### config.mk
export PLATFORM = sky130hd
export DESIGN_NAME = store_bus_unit_flat
export DESIGN_NICKNAME = d
export VERILOG_FILES = /design/src/rtl/store_bus_unit_pkg.sv /design/src/rtl/store_bus_unit_if.sv /design/src/rtl/store_bus_unit_lane_align.sv /design/src/rtl/store_bus_unit.sv /design/src/flat_wrapper.sv
export SDC_FILE = /design/constraint.sdc
export NUM_CORES = 1
export LEC_CHECK = 0
export BUFFER_PORTS_ARGS = -buffer_cell sky130_fd_sc_hd__buf_2
export CAP_MARGIN = 5
export CORE_MARGIN = 2
export CORE_UTILIZATION = 24
export CTS_CLUSTER_SIZE = 20
export DETAILED_ROUTE_END_ITERATION = 7
export PLACE_DENSITY = 0.52
export REMOVE_ABC_BUFFERS = 1
export SLEW_MARGIN = 15
export SYNTH_ARGS = -nofsm -noshare
export SYNTH_HDL_FRONTEND = slang
export SYNTH_SLANG_ARGS = --single-unit
### constraint.sdc
create_clock -name I_clk -period 2.1 [get_ports I_clk]
set_clock_uncertainty 0.15 [all_clocks]
set_input_delay 0.105 -clock I_clk [delete_from_list [all_inputs] [get_ports I_clk]]
set_output_delay 0.105 -clock I_clk [all_outputs]
set_load 0.005 [all_outputs]
### src/rtl/store_bus_unit_pkg.sv
// store_bus_unit_pkg: store width encodings and FSM state type shared by the store bus unit.
package store_bus_unit_pkg;

    localparam logic [1:0] STORE_SB = 2'd0;
    localparam logic [1:0] STORE_SH = 2'd1;
    localparam logic [1:0] STORE_SW = 2'd2;

    typedef enum logic [1:0] {
        ST_IDLE,
        ST_REQ,
        ST_DONE
    } state_t;

endpackage

### src/rtl/store_bus_unit_if.sv
// store_bus_unit_if: pipeline-side store inputs, data-memory bus and status signals of the store bus unit.
// slave modport: the store bus unit (takes I_*, drives O_*); master modport: its environment.
interface store_bus_unit_if #(
    parameter int CNT_W = 16
);

    logic             I_valid;
    logic [1:0]       I_storesel;
    logic [31:0]      I_addr;
    logic [31:0]      I_data;
    logic             O_stall;
    logic             O_bus_req;
    logic             O_bus_we;
    logic [31:0]      O_bus_addr;
    logic [31:0]      O_bus_wdata;
    logic [3:0]       O_bus_be;
    logic             I_bus_ack;
    logic             I_bus_err;
    logic             O_misaligned;
    logic             O_bus_fault;
    logic [31:0]      O_fault_addr;
    logic [CNT_W-1:0] O_store_count;

    modport slave (
        input  I_valid, I_storesel, I_addr, I_data, I_bus_ack, I_bus_err,
        output O_stall, O_bus_req, O_bus_we, O_bus_addr, O_bus_wdata, O_bus_be,
               O_misaligned, O_bus_fault, O_fault_addr, O_store_count
    );

    modport master (
        output I_valid, I_storesel, I_addr, I_data, I_bus_ack, I_bus_err,
        input  O_stall, O_bus_req, O_bus_we, O_bus_addr, O_bus_wdata, O_bus_be,
               O_misaligned, O_bus_fault, O_fault_addr, O_store_count
    );

endinterface

### src/rtl/store_bus_unit_lane_align.sv
// store_lane_align: places a zero-extended store word on its byte lanes and flags misaligned stores.
// Ports: storesel/off/data in; wdata (lane-aligned), be (byte enables), misaligned out.
module store_lane_align
    import store_bus_unit_pkg::*;
(
    input  logic [1:0]  storesel,
    input  logic [1:0]  off,
    input  logic [31:0] data,
    output logic [31:0] wdata,
    output logic [3:0]  be,
    output logic        misaligned
);

    logic is_sb;
    logic is_sh;

    // Any code other than SB/SH is treated as a full word.
    assign is_sb      = storesel == STORE_SB;
    assign is_sh      = storesel == STORE_SH;
    assign wdata      = is_sb ? data << {off, 3'b000} : is_sh ? data << {off[1], 4'b0000} : data;
    assign be         = is_sb ? 4'b0001 << off : is_sh ? 4'b0011 << off : 4'b1111;
    assign misaligned = is_sb ? 1'b0 : is_sh ? off[0] : off != 2'b00;

endmodule

### src/rtl/store_bus_unit.sv
// store_bus_unit: runs one req/ack data-memory write per aligned store, stalling the pipeline until it completes.
// Ports: I_clk, I_rstn (async active-low); bus (slave modport): store inputs, memory bus, fault/count status.
module store_bus_unit
    import store_bus_unit_pkg::*;
#(
    parameter int TIMEOUT_CYCLES = 64,
    parameter int CNT_W          = 16
) (
    input logic            I_clk,
    input logic            I_rstn,
    store_bus_unit_if.slave bus
);

    state_t           state;
    state_t           nxt;
    logic [31:0]      wdata_a;
    logic [3:0]       be_a;
    logic             mis_a;
    logic [31:0]      tcnt;
    logic [31:0]      addr_q;
    logic [31:0]      wdata_q;
    logic [3:0]       be_q;
    logic             mis_q;
    logic             fault_q;
    logic [31:0]      fault_addr_q;
    logic [CNT_W-1:0] cnt_q;
    logic             accept;
    logic             reject;
    logic             ok;
    logic             fault;
    logic             timed_out;

    store_lane_align u_align (
        .storesel   (bus.I_storesel),
        .off        (bus.I_addr[1:0]),
        .data       (bus.I_data),
        .wdata      (wdata_a),
        .be         (be_a),
        .misaligned (mis_a)
    );

    always_ff @(posedge I_clk or negedge I_rstn) begin
        if (!I_rstn)
            state <= ST_IDLE;
        else
            state <= nxt;
    end

    // An ack in the final timeout cycle takes priority over the timeout.
    always_comb begin
        nxt       = state;
        accept    = 1'b0;
        reject    = 1'b0;
        ok        = 1'b0;
        fault     = 1'b0;
        timed_out = (TIMEOUT_CYCLES > 0) && (tcnt == 32'(TIMEOUT_CYCLES - 1));
        case (state)
            ST_IDLE: begin
                accept = bus.I_valid && !mis_a;
                reject = bus.I_valid && mis_a;
                nxt    = accept ? ST_REQ : ST_IDLE;
            end
            ST_REQ: begin
                ok    = bus.I_bus_ack && !bus.I_bus_err;
                fault = bus.I_bus_ack ? bus.I_bus_err : timed_out;
                nxt   = (bus.I_bus_ack || timed_out) ? ST_DONE : ST_REQ;
            end
            default: nxt = ST_IDLE;
        endcase
    end

    always_ff @(posedge I_clk or negedge I_rstn) begin
        if (!I_rstn) begin
            tcnt         <= '0;
            addr_q       <= '0;
            wdata_q      <= '0;
            be_q         <= '0;
            mis_q        <= 1'b0;
            fault_q      <= 1'b0;
            fault_addr_q <= '0;
            cnt_q        <= '0;
        end else begin
            tcnt    <= (state == ST_REQ) ? tcnt + 32'd1 : '0;
            mis_q   <= reject;
            fault_q <= fault;
            if (accept) begin
                addr_q  <= bus.I_addr;
                wdata_q <= wdata_a;
                be_q    <= be_a;
            end
            if (reject)
                fault_addr_q <= bus.I_addr;
            else if (fault)
                fault_addr_q <= addr_q;
            if (ok)
                cnt_q <= cnt_q + 1'b1;
        end
    end

    // Request is decoded from state so an async reset drops it at once.
    assign bus.O_stall       = accept || state == ST_REQ;
    assign bus.O_bus_req     = state == ST_REQ;
    assign bus.O_bus_we      = state == ST_REQ;
    assign bus.O_bus_addr    = {addr_q[31:2], 2'b00};
    assign bus.O_bus_wdata   = wdata_q;
    assign bus.O_bus_be      = be_q;
    assign bus.O_misaligned  = mis_q;
    assign bus.O_bus_fault   = fault_q;
    assign bus.O_fault_addr  = fault_addr_q;
    assign bus.O_store_count = cnt_q;

endmodule
### src/flat_wrapper.sv
// flat-port wrapper written by rule: the top's interface ports become plain ports
module store_bus_unit_flat import store_bus_unit_pkg::*;
#(
    parameter int TIMEOUT_CYCLES = 64,
    parameter int CNT_W          = 16
)
  (I_clk, I_rstn, bus_I_valid, bus_I_storesel, bus_I_addr, bus_I_data, bus_I_bus_ack, bus_I_bus_err, bus_O_stall, bus_O_bus_req, bus_O_bus_we, bus_O_bus_addr, bus_O_bus_wdata, bus_O_bus_be, bus_O_misaligned, bus_O_bus_fault, bus_O_fault_addr, bus_O_store_count);
  store_bus_unit_if #(.CNT_W(CNT_W)) bus_i ();
  input logic I_clk;
  input logic I_rstn;
  input wire logic [$bits(bus_i.I_valid)-1:0] bus_I_valid;
  input wire logic [$bits(bus_i.I_storesel)-1:0] bus_I_storesel;
  input wire logic [$bits(bus_i.I_addr)-1:0] bus_I_addr;
  input wire logic [$bits(bus_i.I_data)-1:0] bus_I_data;
  input wire logic [$bits(bus_i.I_bus_ack)-1:0] bus_I_bus_ack;
  input wire logic [$bits(bus_i.I_bus_err)-1:0] bus_I_bus_err;
  output wire logic [$bits(bus_i.O_stall)-1:0] bus_O_stall;
  output wire logic [$bits(bus_i.O_bus_req)-1:0] bus_O_bus_req;
  output wire logic [$bits(bus_i.O_bus_we)-1:0] bus_O_bus_we;
  output wire logic [$bits(bus_i.O_bus_addr)-1:0] bus_O_bus_addr;
  output wire logic [$bits(bus_i.O_bus_wdata)-1:0] bus_O_bus_wdata;
  output wire logic [$bits(bus_i.O_bus_be)-1:0] bus_O_bus_be;
  output wire logic [$bits(bus_i.O_misaligned)-1:0] bus_O_misaligned;
  output wire logic [$bits(bus_i.O_bus_fault)-1:0] bus_O_bus_fault;
  output wire logic [$bits(bus_i.O_fault_addr)-1:0] bus_O_fault_addr;
  output wire logic [$bits(bus_i.O_store_count)-1:0] bus_O_store_count;
  assign bus_i.I_valid = bus_I_valid;
  assign bus_i.I_storesel = bus_I_storesel;
  assign bus_i.I_addr = bus_I_addr;
  assign bus_i.I_data = bus_I_data;
  assign bus_i.I_bus_ack = bus_I_bus_ack;
  assign bus_i.I_bus_err = bus_I_bus_err;
  assign bus_O_stall = bus_i.O_stall;
  assign bus_O_bus_req = bus_i.O_bus_req;
  assign bus_O_bus_we = bus_i.O_bus_we;
  assign bus_O_bus_addr = bus_i.O_bus_addr;
  assign bus_O_bus_wdata = bus_i.O_bus_wdata;
  assign bus_O_bus_be = bus_i.O_bus_be;
  assign bus_O_misaligned = bus_i.O_misaligned;
  assign bus_O_bus_fault = bus_i.O_bus_fault;
  assign bus_O_fault_addr = bus_i.O_fault_addr;
  assign bus_O_store_count = bus_i.O_store_count;
  store_bus_unit #(.TIMEOUT_CYCLES(TIMEOUT_CYCLES), .CNT_W(CNT_W)) u_core (.I_clk(I_clk), .I_rstn(I_rstn), .bus(bus_i));
endmodule
==> run_summary.xml, run 1 <==
<?xml version="1.0" encoding="UTF-8"?>
<metrics>
  <group name="status">
    <metric name="run_status" unit="">finished, final reports clean</metric>
  </group>
  <group name="cts">
    <metric name="cts.sinks" unit="">152</metric>
    <metric name="clk_pin_slew_worst_paths" unit="ps">70</metric>
    <metric name="cts_tree" unit="">yes</metric>
    <metric name="insertion_delay" unit="ps">430</metric>
    <metric name="cts-root-to-sink-buffers" unit="">2</metric>
    <metric name="cts_htree_levels" unit="">4</metric>
    <metric name="root_buffer" unit="">clkbuf_16</metric>
    <metric name="cts_inserted_buffers" unit="">17</metric>
  </group>
  <group name="worst_hold_path">
    <metric name="min_path_type" unit="">in -&gt; reg</metric>
  </group>
  <group name="pwr">
    <metric name="worst_ir_drop_vdd" unit="V">0.0005765</metric>
    <metric name="power_density" unit="nW/µm²">951.9</metric>
    <metric name="design_power_total" unit="mW">10.17</metric>
    <metric name="power_leakage" unit="nW">5.132</metric>
  </group>
  <group name="floorplan">
    <metric name="die-height" unit="µm">184.7</metric>
    <metric name="die_x" unit="µm">184.7</metric>
    <metric name="floorplan.core_area" unit="µm²">32370</metric>
    <metric name="fp.dieArea" unit="µm²">34110</metric>
    <metric name="num_io_pins" unit="">192</metric>
    <metric name="starting_utilization_of_the_core_area" unit="%">24.20</metric>
    <metric name="placement_rows" unit="">66</metric>
  </group>
  <group name="drt">
    <metric name="drt_wl_total" unit="µm">21360</metric>
    <metric name="firstDrtPassIters" unit="">4</metric>
    <metric name="routedWlPerCell" unit="µm">15.39</metric>
    <metric name="detail_route.vias_per_cell" unit="">4.380</metric>
    <metric name="drt_first_iter_violations" unit="">170</metric>
    <metric name="num_vias" unit="">6079</metric>
    <metric name="drc" unit="">0</metric>
    <metric name="drtAntennaViolNets" unit="">0</metric>
  </group>
  <group name="logic_synthesis">
    <metric name="synthesis.instances" unit="">678</metric>
    <metric name="synth_warnings" unit="">0</metric>
    <metric name="post_synth_main_area_contributors" unit="">dfrtp_1 (49%), mux2_2 (11%), mux2_4 (5.7%), buf_4 (3.3%), xor2_1 (3.1%)</metric>
    <metric name="yosysTopAreaCell" unit="">dfrtp_1</metric>
    <metric name="syn_std_cell_area" unit="µm²">7835</metric>
    <metric name="synth.ff_latch_count" unit="">152</metric>
    <metric name="dominantRegCellSynth" unit="">dfrtp_1</metric>
    <metric name="synth-edff-count" unit="">0</metric>
    <metric name="netlist_top_cells_count" unit="">dfrtp_1 (152), mux2_2 (80), nor2_1 (53), nand2_1 (44), buf_4 (34)</metric>
    <metric name="synth-seq-area-share" unit="%">48.55</metric>
    <metric name="yosysUniqueCellTypes" unit="">50</metric>
    <metric name="yosysTopAreaCellShare" unit="%">48.55</metric>
    <metric name="post-synth-top-count-cell" unit="">dfrtp_1</metric>
    <metric name="ffs_w_async_s_r_synth" unit="%">100.0</metric>
    <metric name="syn_area_per_cell" unit="µm²">11.56</metric>
  </group>
  <group name="finish">
    <metric name="final_net_count" unit="">1009</metric>
    <metric name="final_layout_size_suffix_gt1_share" unit="%">43.07</metric>
    <metric name="syn_to_final_growth" unit="%">36.31</metric>
    <metric name="finalCoreUtilization" unit="%">32.99</metric>
    <metric name="finalInstanceArea" unit="µm²">10680</metric>
  </group>
  <group name="global_route">
    <metric name="first_global_vias" unit="">6217</metric>
    <metric name="antenna_found_initial" unit="">1</metric>
    <metric name="global_route.usage.total" unit="%">12.78</metric>
    <metric name="grt_pass1_wl" unit="µm">33950</metric>
    <metric name="grt.overflow.total" unit="">0</metric>
    <metric name="grt_max_degree" unit="">66</metric>
  </group>
  <group name="place">
    <metric name="placed_area" unit="µm²">9419</metric>
    <metric name="buffer_ports.inserted" unit="">189</metric>
    <metric name="globalplace.congestion" unit="">0.7748</metric>
    <metric name="detailed_place_hpwl" unit="µm">14800</metric>
    <metric name="preCtsSetupSlack" unit="ps">-95.72</metric>
  </group>
  <group name="setup_path">
    <metric name="cp.required" unit="ps">2260</metric>
    <metric name="critical_path_class" unit="">in -&gt; reg</metric>
    <metric name="timing.critical_path.slowest_cell_delay" unit="ps">540</metric>
    <metric name="critical-path-slowest-cell" unit="">dlygate4sd3_1</metric>
    <metric name="crit_path_start_kind" unit="">primary input</metric>
    <metric name="arrival_time_worst_endpoint" unit="ps">2220</metric>
    <metric name="ff2ff_setup_slack" unit="ps">60</metric>
    <metric name="worstPathMaxFanout" unit="">23</metric>
    <metric name="critical_path.endpoint_type" unit="">flip-flop</metric>
    <metric name="crit_path_cell_trace" unit="">dlygate4sd3_1 -&gt; buf_2 -&gt; and3b_1 -&gt; o21a_2 -&gt; a31o_1 -&gt; a21oi_4 -&gt; buf_12 -&gt; mux2_2</metric>
  </group>
  <group name="sta">
    <metric name="setup_slack" unit="ps">44.73</metric>
    <metric name="finalWorstPathRequiredPeriod" unit="ps">2055</metric>
    <metric name="maxSlewHeadroom" unit="%">57.13</metric>
    <metric name="max_slew_violation_count" unit="">0</metric>
    <metric name="period_share" unit="%">97.87</metric>
    <metric name="fmax" unit="GHz">0.4866</metric>
    <metric name="fin_setup_tns" unit="ps">0</metric>
    <metric name="hold_viol" unit="">0</metric>
    <metric name="endpoints_failing_setup" unit="">0</metric>
    <metric name="worst-slew-pin-transition" unit="ps">640.7</metric>
    <metric name="grt_setup_unrepaired" unit="">true</metric>
  </group>
  <group name="run">
    <metric name="cap_viol_max_count" unit="">0</metric>
  </group>
</metrics>
==> layer usage <==
| metal | vias to the layer above | share of wire [%] | GRT usage, % |
|---|---|---|---|
| li1 | 2921 | - | - |
| met1 | 2982 | 47 | 16.73 |
| met2 | 155 | 46 | 20.60 |
| met3 | 21 | 5.6 | 3.240 |
| met4 | 0 | 1.6 | 4.127 |
| met5 | - | 0 | 0 |
==> critical path: cells and delay by family <==
kind,cells,cell delay [ps]
and+or+nand+nor,1,180
muxes,1,360
AOI/OAI and AO/OA,3,660
buffers and inverters,3,890
==> what timing repair did <==
| action | 4_1_cts | 5_1_grt |
|---|---|---|
| endpoints found under the setup margin | 33 | 39 |
| buffers inserted | 1 | 1 |
| resized for setup | 3 | 9 |
| hold buffers | 61 | 0 |
| hold endpoints to repair | 241 | 0 |
| pin swaps | 1 | 1 |
==> state kept, by name (all words and copies together), names as in the netlist <==
name	cells
u_core.bus.O_bus_fault	1
u_core.tcnt	32
u_core.bus.O_fault_addr	32
u_core.bus.O_store_count	16
u_core.bus.O_misaligned	1
u_core.addr_q	32
u_core.bus.O_bus_wdata	32
u_core.bus.O_bus_be	4
u_core.state	2
==> cells by family (layout without fill, tap and decap cells) <==
kind of cell / count (synthesis) / in the layout / synth area share, %
buf+inv: 77 / 343 / 5.829
other cells: 1 / 3 / 0.04786
xor+xnor: 43 / 43 / 4.807
fa+ha+maj: 6 / 6 / 0.9581
mux: 128 / 128 / 19.55
flops: 152 / 152 / 48.55
simple gates: 180 / 180 / 11.72
compound gates: 91 / 91 / 8.544
==> power breakdown <==
group	switching (mW)	leakage, nW	internal [mW]
Clock	1.38	0.274	1.66
Sequential	0.498	1.92	3.71
Combinational	1.17	2.93	1.75
==> worst paths after layout <==
check	endpoint	cells after the start	startpoint
setup / recovery	u_core.bus.O_fault_addr[31]	8	bus_I_storesel[0]
hold / removal	u_core.bus.O_bus_wdata[22]	4	bus_I_data[22]
setup reg to reg	u_core.bus.O_fault_addr[31]	7	u_core.tcnt[0]
hold reg to reg	u_core.bus.O_bus_wdata[29]	1	u_core.bus.O_bus_wdata[29]
max in group asynchronous	u_core.addr_q[15]	3	I_rstn
min in group asynchronous	u_core.bus.O_fault_addr[5]	3	I_rstn
==> per-stage QoR <==
step | cells | hold slack, ps
after floorplan | 606 | -340.6
after global placement | 1293 | -132.1
after detailed placement | 1293 | -131.5
after CTS | 1386 | 2.952
after global routing | 1388 | 35.48
final | 1388 | 26.37
==> cell usage in the layout, fill, tap and decap left out, types with 22 or more instances in the layout <==
cell type / n
buf_2: 188
dlygate4sd3_1: 60
mux2_2: 79
nand2_1: 43
buf_4: 49
nand3_1: 22
xor2_1: 28
nor2_1: 51
dfrtp_1: 152
mux2_4: 31
==> layout make-up <==
cell class	instances	area [µm²]
fill	3326	21690
sequential	152	3804
multi-input combinational	450	3646
timing repair buffer	307	2092
tap	442	553.0
clock buffer	17	425.4
clock inverter	15	142.6
inverter	4	15.01
antenna	1	2.502
Note: power is estimated with default switching activity, not from simulation.
==> run 2, diff against run 1 <==
Settings changed: SETUP_SLACK_MARGIN set to 0.15.
==> run_summary.xml, run 2 (synthesized netlist as in run 1, its figures left out) <==
<?xml version="1.0" encoding="UTF-8"?>
<metrics>
  <group name="status">
    <metric name="run_status" unit="">finished, final reports clean</metric>
  </group>
  <group name="pwr">
    <metric name="worst_ir_drop_vdd" unit="V">0.0005714</metric>
    <metric name="clock_power_share" unit="%">28.5</metric>
    <metric name="power_switching" unit="mW">3.194</metric>
    <metric name="cell_internal_pwr" unit="mW">7.422</metric>
    <metric name="power_leakage" unit="nW">5.516</metric>
    <metric name="power_density" unit="nW/µm²">935.4</metric>
    <metric name="power.share.sequential" unit="%">39.9</metric>
    <metric name="pwr-share-comb" unit="%">31.5</metric>
    <metric name="swShare" unit="%">30.09</metric>
  </group>
  <group name="setup_path">
    <metric name="timing.critical_path.slowest_cell_delay" unit="ps">420</metric>
    <metric name="cp.required" unit="ps">2260</metric>
    <metric name="crit_path_start_kind" unit="">flip-flop</metric>
    <metric name="arrival_time_worst_endpoint" unit="ps">2210</metric>
    <metric name="worstPathMaxFanout" unit="">6</metric>
    <metric name="critical-path-slowest-cell" unit="">dfrtp_1</metric>
    <metric name="r2r_cells" unit="">5</metric>
    <metric name="ff2ff_setup_slack" unit="ps">50</metric>
    <metric name="critical_path.endpoint_type" unit="">flip-flop</metric>
    <metric name="crit_path_cell_trace" unit="">nor3b_4 -&gt; o21a_4 -&gt; clkbuf_16 -&gt; mux2_2 -&gt; mux2_4</metric>
    <metric name="critical_path_class" unit="">reg -&gt; reg</metric>
  </group>
  <group name="sta">
    <metric name="worst-slew-pin-transition" unit="ps">823.9</metric>
    <metric name="fmax" unit="GHz">0.4879</metric>
    <metric name="endpoints_failing_setup" unit="">0</metric>
    <metric name="setup_slack" unit="ps">50.23</metric>
    <metric name="finalWorstPathRequiredPeriod" unit="ps">2050</metric>
    <metric name="grt_setup_unrepaired" unit="">true</metric>
    <metric name="hold_viol" unit="">0</metric>
    <metric name="max_slew_violation_count" unit="">0</metric>
    <metric name="period_share" unit="%">97.61</metric>
    <metric name="maxSlewHeadroom" unit="%">44.87</metric>
  </group>
  <group name="place">
    <metric name="detailed_place_hpwl" unit="µm">14800</metric>
    <metric name="placed_cells" unit="">1293</metric>
    <metric name="preCtsSetupSlack" unit="ps">-95.72</metric>
    <metric name="globalplace.congestion" unit="">0.7748</metric>
    <metric name="placed_area" unit="µm²">9419</metric>
    <metric name="buffer_ports.inserted" unit="">189</metric>
  </group>
  <group name="drt">
    <metric name="drtAntennaViolNets" unit="">0</metric>
    <metric name="firstDrtPassIters" unit="">4</metric>
    <metric name="drt_first_iter_violations" unit="">178</metric>
    <metric name="num_vias" unit="">6228</metric>
    <metric name="drt_wl_total" unit="µm">23360</metric>
    <metric name="routedWlPerCell" unit="µm">16.58</metric>
    <metric name="drc" unit="">0</metric>
    <metric name="detail_route.vias_per_cell" unit="">4.420</metric>
  </group>
  <group name="finish">
    <metric name="final_common_cell" unit="">buf_2</metric>
    <metric name="final_layout_size_suffix_gt1_share" unit="%">46.07</metric>
    <metric name="final_cells" unit="">1409</metric>
    <metric name="finalInstanceArea" unit="µm²">11350</metric>
    <metric name="final_net_count" unit="">1030</metric>
    <metric name="layout.cells.most_common_list" unit="">buf_2 (187), dfrtp_1 (152), mux2_4 (64), dlygate4sd3_1 (60), nor2_1 (52)</metric>
    <metric name="syn_to_final_growth" unit="%">44.86</metric>
  </group>
  <group name="cts">
    <metric name="cts_inserted_buffers" unit="">17</metric>
    <metric name="clk_pin_slew_worst_paths" unit="ps">70</metric>
    <metric name="cts_tree" unit="">yes</metric>
    <metric name="cts_htree_levels" unit="">4</metric>
    <metric name="cts-root-to-sink-buffers" unit="">2</metric>
    <metric name="cts.sinks" unit="">152</metric>
    <metric name="insertion_delay" unit="ps">420</metric>
    <metric name="root_buffer" unit="">clkbuf_16</metric>
  </group>
  <group name="global_route">
    <metric name="grt_pass1_wl" unit="µm">34380</metric>
    <metric name="grt_max_degree" unit="">66</metric>
    <metric name="first_global_vias" unit="">6203</metric>
    <metric name="grt.overflow.total" unit="">0</metric>
    <metric name="antenna_found_initial" unit="">2</metric>
    <metric name="global_route.usage.total" unit="%">12.99</metric>
  </group>
  <group name="floorplan">
    <metric name="placement_rows" unit="">66</metric>
    <metric name="die_x" unit="µm">184.7</metric>
    <metric name="starting_utilization_of_the_core_area" unit="%">24.20</metric>
    <metric name="die-height" unit="µm">184.7</metric>
    <metric name="num_io_pins" unit="">192</metric>
    <metric name="floorplan.core_area" unit="µm²">32370</metric>
    <metric name="fp.dieArea" unit="µm²">34110</metric>
  </group>
  <group name="worst_hold_path">
    <metric name="hold_depth" unit="">4</metric>
    <metric name="min_path_type" unit="">in -&gt; reg</metric>
  </group>
  <group name="run">
    <metric name="cap_viol_max_count" unit="">0</metric>
  </group>
</metrics>
-- run 2: routing by layer --
metal,global-route usage (%),up-vias,part of all wire (%)
met5,0,-,0
met4,3.746,0,1.0
met3,3.201,14,4.8
met2,21.14,147,46
met1,17.07,3103,48
li1,-,2964,-
-- run 2: metrics by stage --
stage                     power, mW  hold slack, ps  TNS [ps]  util, %
after floorplan               5.669          -340.6    -93220        -
after global placement        7.062          -132.1     -1821    29.10
after detailed placement      7.123          -131.5     -1951    29.10
after CTS                     10.42          0.6135         0    33.42
after global routing          11.24           20.95    -210.0    35.06
final                         10.62           19.40         0    35.06
-- run 2: area by class of cell --
cell class              instances  area [µm²]
fillers                      3295       21020
multi-input cells             451        3892
flip-flops and latches        152        3804
repair buffers                327        2515
well taps                     442       553.0
clock buffers                  17       425.4
clock inverters                15       142.6
inverters                       4       15.01
diodes                          1       2.502
-- run 2: worst paths after layout --
path,to,startpoint
max reg2reg,u_core.bus.O_fault_addr[28],u_core.state[0]
min in group asynchronous,u_core.bus.O_fault_addr[5],I_rstn
max in group asynchronous,u_core.bus.O_fault_addr[8],I_rstn
max,u_core.bus.O_fault_addr[28],u_core.state[0]
min reg2reg,u_core.bus.O_store_count[15],u_core.bus.O_store_count[15]
min,u_core.bus.O_store_count[0],bus_I_bus_err
-- run 2: repair_timing --
item,CTS,global route
buffers inserted,6,4
endpoints found under the setup margin,94,106
hold buffers,61,0
hold endpoints to repair,241,0
cloned,2,10
pin swaps,1,21
gates resized for setup,28,62
-- run 2: critical path, delay by kind of cell (launching register included) --
family / cells / cell delay (ps)
DFF: 1 / 420
muxes: 2 / 600
buffers and inverters: 1 / 200
AOI/OAI and AO/OA: 1 / 290
and+or+nand+nor: 1 / 270
-- run 2: power groups by stage --
stage | clock, mW | combinational, mW | sequential, mW
2_1_floorplan | 0 | 1.40 | 4.27
3_3_place_gp | 0 | 2.82 | 4.24
3_5_place_dp | 0 | 2.86 | 4.27
4_1_cts | 3.13 | 3.07 | 4.22
5_1_grt | 3.25 | 3.65 | 4.34
6_report | 3.03 | 3.35 | 4.24
==> run 3, diff against run 2 <==
Settings changed: ABC_AREA set to 1, PLACE_DENSITY 0.52 to 0.51.
==> run_summary.xml, run 3 <==
<?xml version="1.0" encoding="UTF-8"?>
<metrics>
  <group name="finish">
    <metric name="final_common_cell" unit="">nand2_1</metric>
    <metric name="final_cells" unit="">1746</metric>
    <metric name="final_net_count" unit="">1361</metric>
    <metric name="multi_input_area" unit="µm²">3447</metric>
    <metric name="nFillCells" unit="">3647</metric>
    <metric name="layout.cells.most_common_list" unit="">nand2_1 (266), buf_2 (188), dfrtp_1 (152), inv_1 (107), o21ai_0 (100)</metric>
    <metric name="regArea" unit="µm²">3804</metric>
    <metric name="syn_to_final_growth" unit="%">34.98</metric>
    <metric name="final_layout_size_suffix_gt1_share" unit="%">22.90</metric>
  </group>
  <group name="floorplan">
    <metric name="die-height" unit="µm">187.6</metric>
    <metric name="num_io_pins" unit="">192</metric>
    <metric name="starting_utilization_of_the_core_area" unit="%">24.25</metric>
    <metric name="floorplan.core_area" unit="µm²">33360</metric>
    <metric name="fp.dieArea" unit="µm²">35200</metric>
    <metric name="placement_rows" unit="">67</metric>
    <metric name="die_x" unit="µm">187.6</metric>
  </group>
  <group name="logic_synthesis">
    <metric name="netlist_top_cells_count" unit="">nand2_1 (277), dfrtp_1 (152), inv_1 (107), nor2_1 (103), o21ai_0 (100)</metric>
    <metric name="dominantRegCellSynth" unit="">dfrtp_1</metric>
    <metric name="syn_area_per_cell" unit="µm²">7.648</metric>
    <metric name="yosysTopAreaCell" unit="">dfrtp_1</metric>
    <metric name="post-synth-top-count-cell" unit="">nand2_1</metric>
    <metric name="ffs_w_async_s_r_synth" unit="%">100.0</metric>
    <metric name="yosysUniqueCellTypes" unit="">35</metric>
    <metric name="synth-edff-count" unit="">0</metric>
    <metric name="synth.ff_latch_count" unit="">152</metric>
    <metric name="syn_std_cell_area" unit="µm²">8092</metric>
    <metric name="post_synth_main_area_contributors" unit="">dfrtp_1 (47%), nand2_1 (13%), o21ai_0 (6.2%), inv_1 (5.0%), nor2_1 (4.8%)</metric>
    <metric name="synthesis.instances" unit="">1058</metric>
    <metric name="synth_warnings" unit="">0</metric>
    <metric name="yosysTopAreaCellShare" unit="%">47.01</metric>
    <metric name="synth-seq-area-share" unit="%">47.01</metric>
  </group>
  <group name="global_route">
    <metric name="antenna_found_initial" unit="">2</metric>
    <metric name="grt_pass1_wl" unit="µm">39820</metric>
    <metric name="global_route.usage.total" unit="%">14.16</metric>
    <metric name="grt.overflow.total" unit="">0</metric>
    <metric name="grt_max_degree" unit="">48</metric>
    <metric name="first_global_vias" unit="">7519</metric>
  </group>
  <group name="setup_path">
    <metric name="arrival_time_worst_endpoint" unit="ps">2120</metric>
    <metric name="critical_path_class" unit="">reg -&gt; reg</metric>
    <metric name="critical_path.endpoint_type" unit="">flip-flop</metric>
    <metric name="crit_path_start_kind" unit="">flip-flop</metric>
    <metric name="cp.required" unit="ps">2320</metric>
    <metric name="worstPathMaxFanout" unit="">8</metric>
  </group>
  <group name="sta">
    <metric name="timing.hold.ws" unit="ps">20.89</metric>
    <metric name="finalWorstPathRequiredPeriod" unit="ps">1903</metric>
    <metric name="fmax" unit="GHz">0.5254</metric>
    <metric name="grt_setup_unrepaired" unit="">true</metric>
    <metric name="fin_setup_tns" unit="ps">0</metric>
    <metric name="hold_viol" unit="">0</metric>
    <metric name="worst-slew-pin-transition" unit="ps">723.7</metric>
    <metric name="maxSlewHeadroom" unit="%">51.70</metric>
    <metric name="endpoints_failing_setup" unit="">0</metric>
    <metric name="period_share" unit="%">90.63</metric>
    <metric name="max_slew_violation_count" unit="">0</metric>
  </group>
  <group name="cts">
    <metric name="insertion_delay" unit="ps">440</metric>
    <metric name="clk_pin_slew_worst_paths" unit="ps">60</metric>
    <metric name="root_buffer" unit="">clkbuf_16</metric>
    <metric name="cts_inserted_buffers" unit="">17</metric>
    <metric name="cts_htree_levels" unit="">4</metric>
    <metric name="cts.sinks" unit="">152</metric>
    <metric name="cts-root-to-sink-buffers" unit="">2</metric>
    <metric name="cts_tree" unit="">yes</metric>
  </group>
  <group name="drt">
    <metric name="detail_route.vias_per_cell" unit="">4.383</metric>
    <metric name="drt_first_iter_violations" unit="">507</metric>
    <metric name="drt_wl_total" unit="µm">24780</metric>
    <metric name="num_vias" unit="">7652</metric>
    <metric name="routedWlPerCell" unit="µm">14.19</metric>
    <metric name="drtAntennaViolNets" unit="">0</metric>
    <metric name="drc" unit="">0</metric>
    <metric name="firstDrtPassIters" unit="">6</metric>
  </group>
  <group name="pwr">
    <metric name="power_leakage" unit="nW">5.464</metric>
    <metric name="worst_ir_drop_vdd" unit="V">0.0005322</metric>
    <metric name="power_switching" unit="mW">3.300</metric>
    <metric name="power_density" unit="nW/µm²">944.4</metric>
    <metric name="swShare" unit="%">31.99</metric>
    <metric name="power.share.sequential" unit="%">40.4</metric>
    <metric name="cell_internal_pwr" unit="mW">7.015</metric>
    <metric name="pwr-share-comb" unit="%">26.4</metric>
    <metric name="clock_power_share" unit="%">33.2</metric>
  </group>
  <group name="place">
    <metric name="detailed_place_hpwl" unit="µm">16600</metric>
    <metric name="globalplace.congestion" unit="">0.8111</metric>
    <metric name="buffer_ports.inserted" unit="">189</metric>
    <metric name="placed_cells" unit="">1641</metric>
  </group>
  <group name="run">
    <metric name="cap_viol_max_count" unit="">0</metric>
  </group>
  <group name="status">
    <metric name="run_status" unit="">finished, final reports clean</metric>
  </group>
  <group name="worst_hold_path">
    <metric name="min_path_type" unit="">in -&gt; async</metric>
  </group>
</metrics>
-- run 3: cell count changes after synthesis, moves of 30 or more --
cell     change
nand2_1    +233
inv_1      +103
o21ai_0     +85
mux2_2      -79
nor2_1      +50
a21oi_1     +35
mux2_4      -30
-- run 3: kinds of logic after synthesis --
family                   synth area share (%)
flip-flops                              47.01
AND/OR/NAND/NOR                         24.25
buffers and inverters                   11.35
AO/OA/AOI/OAI                           14.01
adder cells (fa/ha/maj)                0.9278
other                                 0.04634
multiplexers                           0.1392
XOR/XNOR                                2.273
-- run 3: metal layers --
metal	GRT usage, %	routed length [µm]
met2	23.06	11420
met1	18.15	11280
met5	0	0
met3	3.949	1722
met4	4.603	359
-- run 3: per-stage QoR --
stage | instance area [µm²] | utilization [%] | total power [mW] | worst slack (ps)
finish | 10920 | 32.73 | 10.31 | 196.7
global route | 10920 | 32.73 | 11.03 | 63.97
CTS | 10750 | 32.23 | 10.42 | 163.2
detailed placement | 9434 | 28.28 | 6.779 | 157.3
global placement | 9434 | 28.28 | 6.749 | 139.6
floorplan | 7597 | - | 5.302 | -170.3
-- run 3: cell type report --
class	instances	area share (%)
sequential	152	34.83
multi-input combinational	712	31.56
timing repair buffer	289	18.62
tap	448	5.132
clock buffer	19	4.147
inverter	112	3.929
clock inverter	13	1.764
antenna	1	0.02291
-- run 3: path summary, 6_finish.rpt --
path	start	to	slack [ps]	cells after the start
min	I_rstn	u_core.bus.O_store_count[1]	20	2
min reg2reg	u_core.bus.O_bus_wdata[29]	u_core.bus.O_bus_wdata[29]	330	2
min in group I_clk	bus_I_storesel[0]	u_core.bus.O_bus_be[2]	30	4
max	u_core.tcnt[1]	u_core.bus.O_fault_addr[27]	200	12
max reg2reg	u_core.tcnt[1]	u_core.bus.O_fault_addr[27]	200	12
max in group asynchronous	I_rstn	u_core.bus.O_fault_addr[12]	1170	3
-- run 3: repair_timing --
item	4_1_cts	5_1_grt
gates resized for setup	6	23
hold endpoints to repair	246	0
gates cloned	0	3
pin swaps	0	8
hold buffers	65	0
setup endpoints to repair	3	45
buffers inserted	0	4
-- run 3: power by group through the flow --
stage                     Sequential (mW)  Combinational [mW]  Clock (mW)
final                                4.17                2.72        3.42
after global routing                 4.27                3.09        3.67
after CTS                            4.17                2.69        3.55
after detailed placement             4.22                2.56           0
after global placement               4.22                2.53           0
after floorplan                      4.21                1.09           0
-- run 3: worst max-delay path: stages, from the launching register on --
cell and delay (ps):
dfrtp_1 370, ha_2 190, nand2_2 70, nor2_4 150, nand3_2 70, nor2_1 80, nand2_1 80, nand2_2 100
nand3_4 110, nand2_8 140, clkbuf_16 180, nand2_1 50, nand2_1 60
